$ cat src/rtl/dmem_access_ctrl_pkg.sv
// rtl/dmem_access_ctrl_pkg.sv - op codes, FSM state encodings and default sizing for the data-memory controller
package dmem_access_ctrl_pkg;

   localparam int DMEM_DEPTH_DEF = 8;
   localparam int DMEM_LEN_W_DEF = 4;

   typedef enum logic [1:0] {
      OP_READ  = 2'b00,
      OP_WRITE = 2'b01,
      OP_COPY  = 2'b10,
      OP_FILL  = 2'b11
   } op_e;

   typedef enum logic [2:0] {
      ST_IDLE  = 3'd0,
      ST_RD    = 3'd1,
      ST_WR    = 3'd2,
      ST_CP_RD = 3'd3,
      ST_CP_WR = 3'd4,
      ST_FILL  = 3'd5,
      ST_RESP  = 3'd6
   } state_e;

endpackage

$ cat src/rtl/dmem_access_ctrl_if.sv
// rtl/dmem_access_ctrl_if.sv - command/response handshake bundle between a requester and the controller
interface dmem_access_ctrl_if #(
   parameter int LEN_W = dmem_access_ctrl_pkg::DMEM_LEN_W_DEF
) ();
   import dmem_access_ctrl_pkg::*;

   logic             cmd_valid;
   logic             cmd_ready;
   op_e              cmd_op;
   logic [15:0]      cmd_addr;
   logic [15:0]      cmd_dst;
   logic [LEN_W-1:0] cmd_len;
   logic [15:0]      cmd_wdata;
   logic             rsp_valid;
   logic             rsp_ready;
   logic [15:0]      rsp_rdata;
   logic             rsp_err;

   // master: core or debug host issuing commands
   modport master (
      output cmd_valid, cmd_op, cmd_addr, cmd_dst, cmd_len, cmd_wdata, rsp_ready,
      input  cmd_ready, rsp_valid, rsp_rdata, rsp_err
   );

   // slave: the access controller
   modport slave (
      input  cmd_valid, cmd_op, cmd_addr, cmd_dst, cmd_len, cmd_wdata, rsp_ready,
      output cmd_ready, rsp_valid, rsp_rdata, rsp_err
   );

endinterface

$ cat src/rtl/dmem_range_chk.sv
// rtl/dmem_range_chk.sv - combinational check that base+len stays within DEPTH words
module dmem_range_chk #(
   parameter int DEPTH = 8,
   parameter int LEN_W = 4
) (
   input  logic [15:0]      base,
   input  logic [LEN_W-1:0] len,
   output logic             in_range
);

   // 17-bit sum so a base near 0xFFFF cannot wrap back into range
   logic [16:0] end_addr;

   assign end_addr = {1'b0, base} + 17'(len);
   assign in_range = (end_addr <= 17'(DEPTH));

endmodule

$ cat src/rtl/dmem_access_ctrl.sv
// rtl/dmem_access_ctrl.sv - data-memory initiator: single read/write plus copy/fill sequencing
// Optional: define DMEM_SUM_EN to return a 16-bit wrap-around sum of copied words on COPY.
module dmem_access_ctrl
   import dmem_access_ctrl_pkg::*;
#(
   parameter int DEPTH = DMEM_DEPTH_DEF,
   parameter int LEN_W = DMEM_LEN_W_DEF
) (
   input  logic                clk,
   input  logic                rst,
   dmem_access_ctrl_if.slave   bus,
   output logic                busy,
   output logic [15:0]         mem_access_addr,
   output logic [15:0]         mem_write_data,
   output logic                mem_write_en,
   output logic                mem_read,
   input  logic [15:0]         mem_read_data
);

   state_e           state;
   logic [15:0]      src_q;
   logic [15:0]      dst_q;
   logic [15:0]      wdata_q;
   logic [15:0]      hold_q;
   logic [15:0]      rdata_q;
   logic [LEN_W-1:0] len_q;
   logic [LEN_W-1:0] cnt_q;
   logic             err_q;

   logic             src_ok;
   logic             dst_ok;
   logic             cmd_ok;
   logic             last_word;
   logic [LEN_W-1:0] src_chk_len;

   // single-word ops are checked as a one-word span, giving addr < DEPTH
   always_comb begin
      src_chk_len = bus.cmd_len;
      if (bus.cmd_op == OP_READ || bus.cmd_op == OP_WRITE)
         src_chk_len = LEN_W'(1);
   end

   dmem_range_chk #(.DEPTH(DEPTH), .LEN_W(LEN_W)) u_src_chk (
      .base     (bus.cmd_addr),
      .len      (src_chk_len),
      .in_range (src_ok)
   );

   dmem_range_chk #(.DEPTH(DEPTH), .LEN_W(LEN_W)) u_dst_chk (
      .base     (bus.cmd_dst),
      .len      (bus.cmd_len),
      .in_range (dst_ok)
   );

   assign cmd_ok    = src_ok && ((bus.cmd_op != OP_COPY) || dst_ok);
   assign last_word = (cnt_q == len_q - LEN_W'(1));

   always_ff @(posedge clk or posedge rst) begin
      if (rst) begin
         state   <= ST_IDLE;
         src_q   <= '0;
         dst_q   <= '0;
         wdata_q <= '0;
         hold_q  <= '0;
         rdata_q <= '0;
         len_q   <= '0;
         cnt_q   <= '0;
         err_q   <= 1'b0;
      end else begin
         case (state)
            ST_IDLE: begin
               if (bus.cmd_valid) begin
                  src_q   <= bus.cmd_addr;
                  dst_q   <= bus.cmd_dst;
                  len_q   <= bus.cmd_len;
                  wdata_q <= bus.cmd_wdata;
                  cnt_q   <= '0;
                  rdata_q <= '0;
                  err_q   <= !cmd_ok;
                  if (!cmd_ok) begin
                     state <= ST_RESP;
                  end else begin
                     case (bus.cmd_op)
                        OP_READ:  state <= ST_RD;
                        OP_WRITE: state <= ST_WR;
                        OP_COPY:  state <= (bus.cmd_len == '0) ? ST_RESP : ST_CP_RD;
                        default:  state <= (bus.cmd_len == '0) ? ST_RESP : ST_FILL;
                     endcase
                  end
               end
            end
            ST_RD: begin
               rdata_q <= mem_read_data;
               state   <= ST_RESP;
            end
            ST_WR: begin
               state <= ST_RESP;
            end
            ST_CP_RD: begin
               hold_q <= mem_read_data;
`ifdef DMEM_SUM_EN
               rdata_q <= rdata_q + mem_read_data;
`endif
               state  <= ST_CP_WR;
            end
            ST_CP_WR: begin
               // ascending order keeps overlapping copies sequentially consistent
               if (last_word) begin
                  state <= ST_RESP;
               end else begin
                  cnt_q <= cnt_q + LEN_W'(1);
                  src_q <= src_q + 16'd1;
                  dst_q <= dst_q + 16'd1;
                  state <= ST_CP_RD;
               end
            end
            ST_FILL: begin
               if (last_word) begin
                  state <= ST_RESP;
               end else begin
                  cnt_q <= cnt_q + LEN_W'(1);
                  src_q <= src_q + 16'd1;
               end
            end
            ST_RESP: begin
               if (bus.rsp_ready) begin
                  err_q <= 1'b0;
                  state <= ST_IDLE;
               end
            end
            default: state <= ST_IDLE;
         endcase
      end
   end

   // memory strobes decode from state alone so reset drops them at once
   always_comb begin
      mem_read        = 1'b0;
      mem_write_en    = 1'b0;
      mem_access_addr = 16'd0;
      mem_write_data  = 16'd0;
      case (state)
         ST_RD, ST_CP_RD: begin
            mem_read        = 1'b1;
            mem_access_addr = src_q;
         end
         ST_WR, ST_FILL: begin
            mem_write_en    = 1'b1;
            mem_access_addr = src_q;
            mem_write_data  = wdata_q;
         end
         ST_CP_WR: begin
            mem_write_en    = 1'b1;
            mem_access_addr = dst_q;
            mem_write_data  = hold_q;
         end
         default: ;
      endcase
   end

   assign bus.cmd_ready = (state == ST_IDLE);
   assign bus.rsp_valid = (state == ST_RESP);
   assign bus.rsp_rdata = rdata_q;
   assign bus.rsp_err   = err_q;
   assign busy          = (state != ST_IDLE);

endmodule

$ cat src/flat_wrapper.sv
// flat-port wrapper written by rule: the top's interface ports become plain ports
module dmem_access_ctrl_flat import dmem_access_ctrl_pkg::*;
#(
   parameter int DEPTH = DMEM_DEPTH_DEF,
   parameter int LEN_W = DMEM_LEN_W_DEF
)
  (clk, rst, busy, mem_access_addr, mem_write_data, mem_write_en, mem_read, mem_read_data, bus_cmd_valid, bus_cmd_op, bus_cmd_addr, bus_cmd_dst, bus_cmd_len, bus_cmd_wdata, bus_rsp_ready, bus_cmd_ready, bus_rsp_valid, bus_rsp_rdata, bus_rsp_err);
  dmem_access_ctrl_if #(.LEN_W(LEN_W)) bus_i ();
  input  logic clk;
  input  logic rst;
  output logic busy;
  output logic [15:0] mem_access_addr;
  output logic [15:0] mem_write_data;
  output logic mem_write_en;
  output logic mem_read;
  input  logic [15:0] mem_read_data;
  input wire logic [$bits(bus_i.cmd_valid)-1:0] bus_cmd_valid;
  input wire logic [$bits(bus_i.cmd_op)-1:0] bus_cmd_op;
  input wire logic [$bits(bus_i.cmd_addr)-1:0] bus_cmd_addr;
  input wire logic [$bits(bus_i.cmd_dst)-1:0] bus_cmd_dst;
  input wire logic [$bits(bus_i.cmd_len)-1:0] bus_cmd_len;
  input wire logic [$bits(bus_i.cmd_wdata)-1:0] bus_cmd_wdata;
  input wire logic [$bits(bus_i.rsp_ready)-1:0] bus_rsp_ready;
  output wire logic [$bits(bus_i.cmd_ready)-1:0] bus_cmd_ready;
  output wire logic [$bits(bus_i.rsp_valid)-1:0] bus_rsp_valid;
  output wire logic [$bits(bus_i.rsp_rdata)-1:0] bus_rsp_rdata;
  output wire logic [$bits(bus_i.rsp_err)-1:0] bus_rsp_err;
  assign bus_i.cmd_valid = bus_cmd_valid;
  assign bus_i.cmd_op = bus_cmd_op;
  assign bus_i.cmd_addr = bus_cmd_addr;
  assign bus_i.cmd_dst = bus_cmd_dst;
  assign bus_i.cmd_len = bus_cmd_len;
  assign bus_i.cmd_wdata = bus_cmd_wdata;
  assign bus_i.rsp_ready = bus_rsp_ready;
  assign bus_cmd_ready = bus_i.cmd_ready;
  assign bus_rsp_valid = bus_i.rsp_valid;
  assign bus_rsp_rdata = bus_i.rsp_rdata;
  assign bus_rsp_err = bus_i.rsp_err;
  dmem_access_ctrl #(.DEPTH(DEPTH), .LEN_W(LEN_W)) u_core (.clk(clk), .rst(rst), .bus(bus_i), .busy(busy), .mem_access_addr(mem_access_addr), .mem_write_data(mem_write_data), .mem_write_en(mem_write_en), .mem_read(mem_read), .mem_read_data(mem_read_data));
endmodule
$ cat config.mk
export PLATFORM = sky130hd
export DESIGN_NAME = dmem_access_ctrl_flat
export DESIGN_NICKNAME = d
export VERILOG_FILES = /design/src/rtl/dmem_access_ctrl_pkg.sv /design/src/rtl/dmem_access_ctrl_if.sv /design/src/rtl/dmem_range_chk.sv /design/src/rtl/dmem_access_ctrl.sv /design/src/flat_wrapper.sv
export SDC_FILE = /design/constraint.sdc
export NUM_CORES = 1
export LEC_CHECK = 0
export CAP_MARGIN = 40
export CORE_UTILIZATION = 51
export DETAILED_ROUTE_END_ITERATION = 6
export GPL_ROUTABILITY_DRIVEN = 0
export GPL_TIMING_DRIVEN = 0
export PLACE_DENSITY = 0.87
export SYNTH_ARGS = -nofsm -noshare
export SYNTH_HDL_FRONTEND = slang
export SYNTH_SLANG_ARGS = --single-unit
export TNS_END_PERCENT = 5
$ cat constraint.sdc
create_clock -name clk -period 4.3 [get_ports clk]
set_input_delay 0.86 -clock clk [delete_from_list [all_inputs] [get_ports clk]]
set_output_delay 0.86 -clock clk [all_outputs]
set_load 0.05 [all_outputs]
==> metrics.cfg, run 1 <==
[outcome]
status=finished, violations left
failed_checks=DRC

[routing]
drt_iter0_drc=512
drt_first_pass_iters=7
ant_nets=0
drt_wl_total_mm=17.67
drc=6
via_count=5936
viasPerCell=6.145
routedWlPerCell_microns=18.29

[floorplan]
die-width_microns=107.1
placementRows=38
coreArea_sq_mm=0.01079
floorplan.io_pins=128
start_util_pct=52.21
dieHeight_microns=107.1
die_area_sq_mm=0.01147

[clocking]
post-cts-setup-buffer-count=0
cts_buffers=9
ctsHoldBuffers=0
cts_sinks=92
tritoncts=built
clkSlewWorstSetupHoldPaths_ps=110
cts_max_level=3
clock_path_buffers=2
clk_latency_ps=380
clock-root-buffer=clkbuf_8

[power_and_ir_drop]
power.share.sequential_pct=28.9
power.internal_uw=2669
netSwitchingPower_uw=2991
pwr-share-clk_pct=10.5
pwr_density_cell_mw_per_mm2=771.3
swShare_pct=52.85
p_leak_uw=0.003395
peakVddDrop_mv=0.5684
p_comb_share_pct=60.6
fin_total_pwr_uw=5659

[timing]
finalSetupViolations=0
setup_tns_ps=0
holdWs_ps=495.3
maxSlewViolCount=0
fin_skew_ps=13.33
period_share_pct=93.64
tightestPinTransition_ps=618.0
relSlewSlack_pct=58.65
max_freq_mhz=248.4
fin_crit_ps=4026
rsz0062_at_grt=false
finalHoldViolations=0

[synth]
synthArstFlopShare_pct=100.0
synth.most_common_cell=nand2_1
syn-instance-count=684
ys.flop_type=dfrtp_1
synth_common_cells=nand2_1 (169), dfrtp_1 (92), a21oi_1 (62), o21ai_0 (50), nor2_1 (35)
synth_area_leaders=dfrtp_1 (41%), nand2_1 (11%), a21oi_1 (5.5%)
netlist_area_sq_mm=0.005635
ys_seq_area_share_pct=40.85
synth_seq_cells=92
post_synth.cell_area_avg_sq_um=8.239
synth_edf_count=0
synth_nets=776
ys_types=56
synth_top_area_share_pct=40.85
ys_warn_count=0
yosysTopAreaCell=dfrtp_1

[worst_hold_path]
hold_path.class=flip-flop to flip-flop
hold_depth=2

[worst_setup_path]
r2r_cells=9
worstPathCellList=clkbuf_1, nor2_1, and2_0, clkbuf_1, clkbuf_1, nand2_1, nand2_1, clkdlybuf4s50_1
required_ps=3440
crit_path_max_incr_delay_ps=810
cp.depth=8
timing.critical_path.mode_cell=clkbuf_1
end_kind=output port
worstPathArrival_ps=3170
cp_num_buf_inv=4
cp_top_family=buffers and inverters
crit_fanout=10
worst-setup-path-type=flip-flop to output port
slowest_stage=clkdlybuf4s50_1
startpoint_type=flip-flop

[grt]
grt_max_degree=68
antenna_found_initial=0
grt_pass1_wl_mm=28.26
overflow=0
track_usage_pct=32.03
grt_pass1_vias=5821

[final_layout]
num_antenna_cells=0
postLayoutCellArea_sq_mm=0.007337
drive_gt1_share_pct=5.569
area_growth_pct=30.20
fill_cells=846
multi_input_area_sq_mm=0.003149
fin_util_pct=67.98
final_nets=913
area.sequential_sq_mm=0.002302

[placed_design]
hpwl_mm=13.37
port_buffers=125
dpl_cell_area_sq_mm=0.007092

[run]
maxCapViolations=0

## worst min-delay path, delay by kind of cell (launching register included)
kind             cells  cell delay [ps]
DFF                  1              360
and+or+nand+nor      2              110
## registers in the layout, summed over array words and instances, names as in the netlist
register,flops
u_core.bus.rsp_rdata,16
u_core.dst_q,16
u_core.hold_q,16
u_core.src_q,16
u_core.wdata_q,16
u_core.cnt_q,4
u_core.len_q,4
u_core.state,3
u_core.bus.rsp_err,1
## area by class of cell
| class | count | share of cell area (%) |
|---|---|---|
| plain buffers | 35 | 1.842 |
| multi-input cells | 543 | 42.92 |
| repair buffers | 126 | 18.13 |
| well taps | 140 | 2.387 |
| flip-flops and latches | 92 | 31.38 |
| clock inverters | 7 | 0.9038 |
| inverters | 14 | 0.7503 |
| clock buffers | 9 | 1.688 |
## power groups by stage
stage | Combinational [uW] | Clock, uW | Sequential, uW
3_5_place_dp | 3390 | 0 | 1640
5_1_grt | 3660 | 630 | 1670
4_1_cts | 3410 | 601 | 1620
2_1_floorplan | 2140 | 0 | 1760
3_3_place_gp | 3290 | 0 | 1610
6_report | 3430 | 594 | 1640
## path summary, 6_finish.rpt
kind	startpoint	end	slack, ps
setup / recovery	u_core.state[1]	mem_access_addr[10]	270
hold / removal	u_core.wdata_q[12]	u_core.wdata_q[12]	500
setup reg to reg	u_core.state[1]	u_core.src_q[5]	1720
hold reg to reg	u_core.wdata_q[12]	u_core.wdata_q[12]	500
max in group asynchronous	rst	u_core.wdata_q[14]	2830
min in group asynchronous	rst	u_core.dst_q[7]	800
## cell families (layout without fill, tap and decap cells)
| kind of cell | after synthesis | after routing | share of synthesized area [%] |
|---|---|---|---|
| adder cells (fa/ha/maj) | 18 | 18 | 4.263 |
| AO/OA/AOI/OAI | 198 | 198 | 22.14 |
| multiplexers | 21 | 21 | 4.107 |
| XOR/XNOR | 13 | 13 | 2.020 |
| AND/OR/NAND/NOR | 293 | 293 | 23.36 |
| flip-flops | 92 | 92 | 40.85 |
| buffers and inverters | 49 | 191 | 3.264 |
## timing repair
action | in CTS | in global routing
gates resized for setup | 4 | 21
gates cloned | 0 | 0
endpoints found under the hold margin | 0 | 0
setup endpoints to repair | 22 | 21
pin swaps | 0 | 0
## per-layer routing
metal  track usage (%)  wire length, microns  vias up
li1                  -                     -     2727
met1             39.46                  6729     2823
met2             54.70                  8737      332
met3             5.106                  1558       54
met4             15.36                   647        0
met5                 0                     0        -
## layout by cell type (no fill, tap or decap), types with 13 or more instances in the layout
| cell | count |
|---|---|
| o21ai_0 | 50 |
| mux2_2 | 17 |
| nand2_1 | 169 |
| clkdlybuf4s50_1 | 103 |
| nor2_1 | 35 |
| nand3_1 | 25 |
| a21oi_1 | 62 |
| a22o_1 | 22 |
| o22ai_1 | 17 |
| ha_1 | 16 |
| dlymetal6s2s_1 | 21 |
| inv_1 | 13 |
| dfrtp_1 | 92 |
| clkbuf_1 | 29 |
## stage by stage
step	instances	setup WS, ps
finish	966	273.6
floorplan	684	906.5
global placement	949	-354.1
detailed placement	950	-5.689
global route	966	127.2
CTS	966	64.64
No activity file was read; power rests on OpenSTA's default activity.
==> inputs of run 2 (changes only) <==
--- a/config.mk
+++ b/config.mk
@@ -7,6 +7,7 @@
 export LEC_CHECK = 0
 export CAP_MARGIN = 40
 export CORE_UTILIZATION = 51
+export CTS_CLUSTER_SIZE = 20
 export DETAILED_ROUTE_END_ITERATION = 6
 export GPL_ROUTABILITY_DRIVEN = 0
 export GPL_TIMING_DRIVEN = 0
==> results of run 2 <==
Final layout, timing and power as in run 1 (identical DEF).
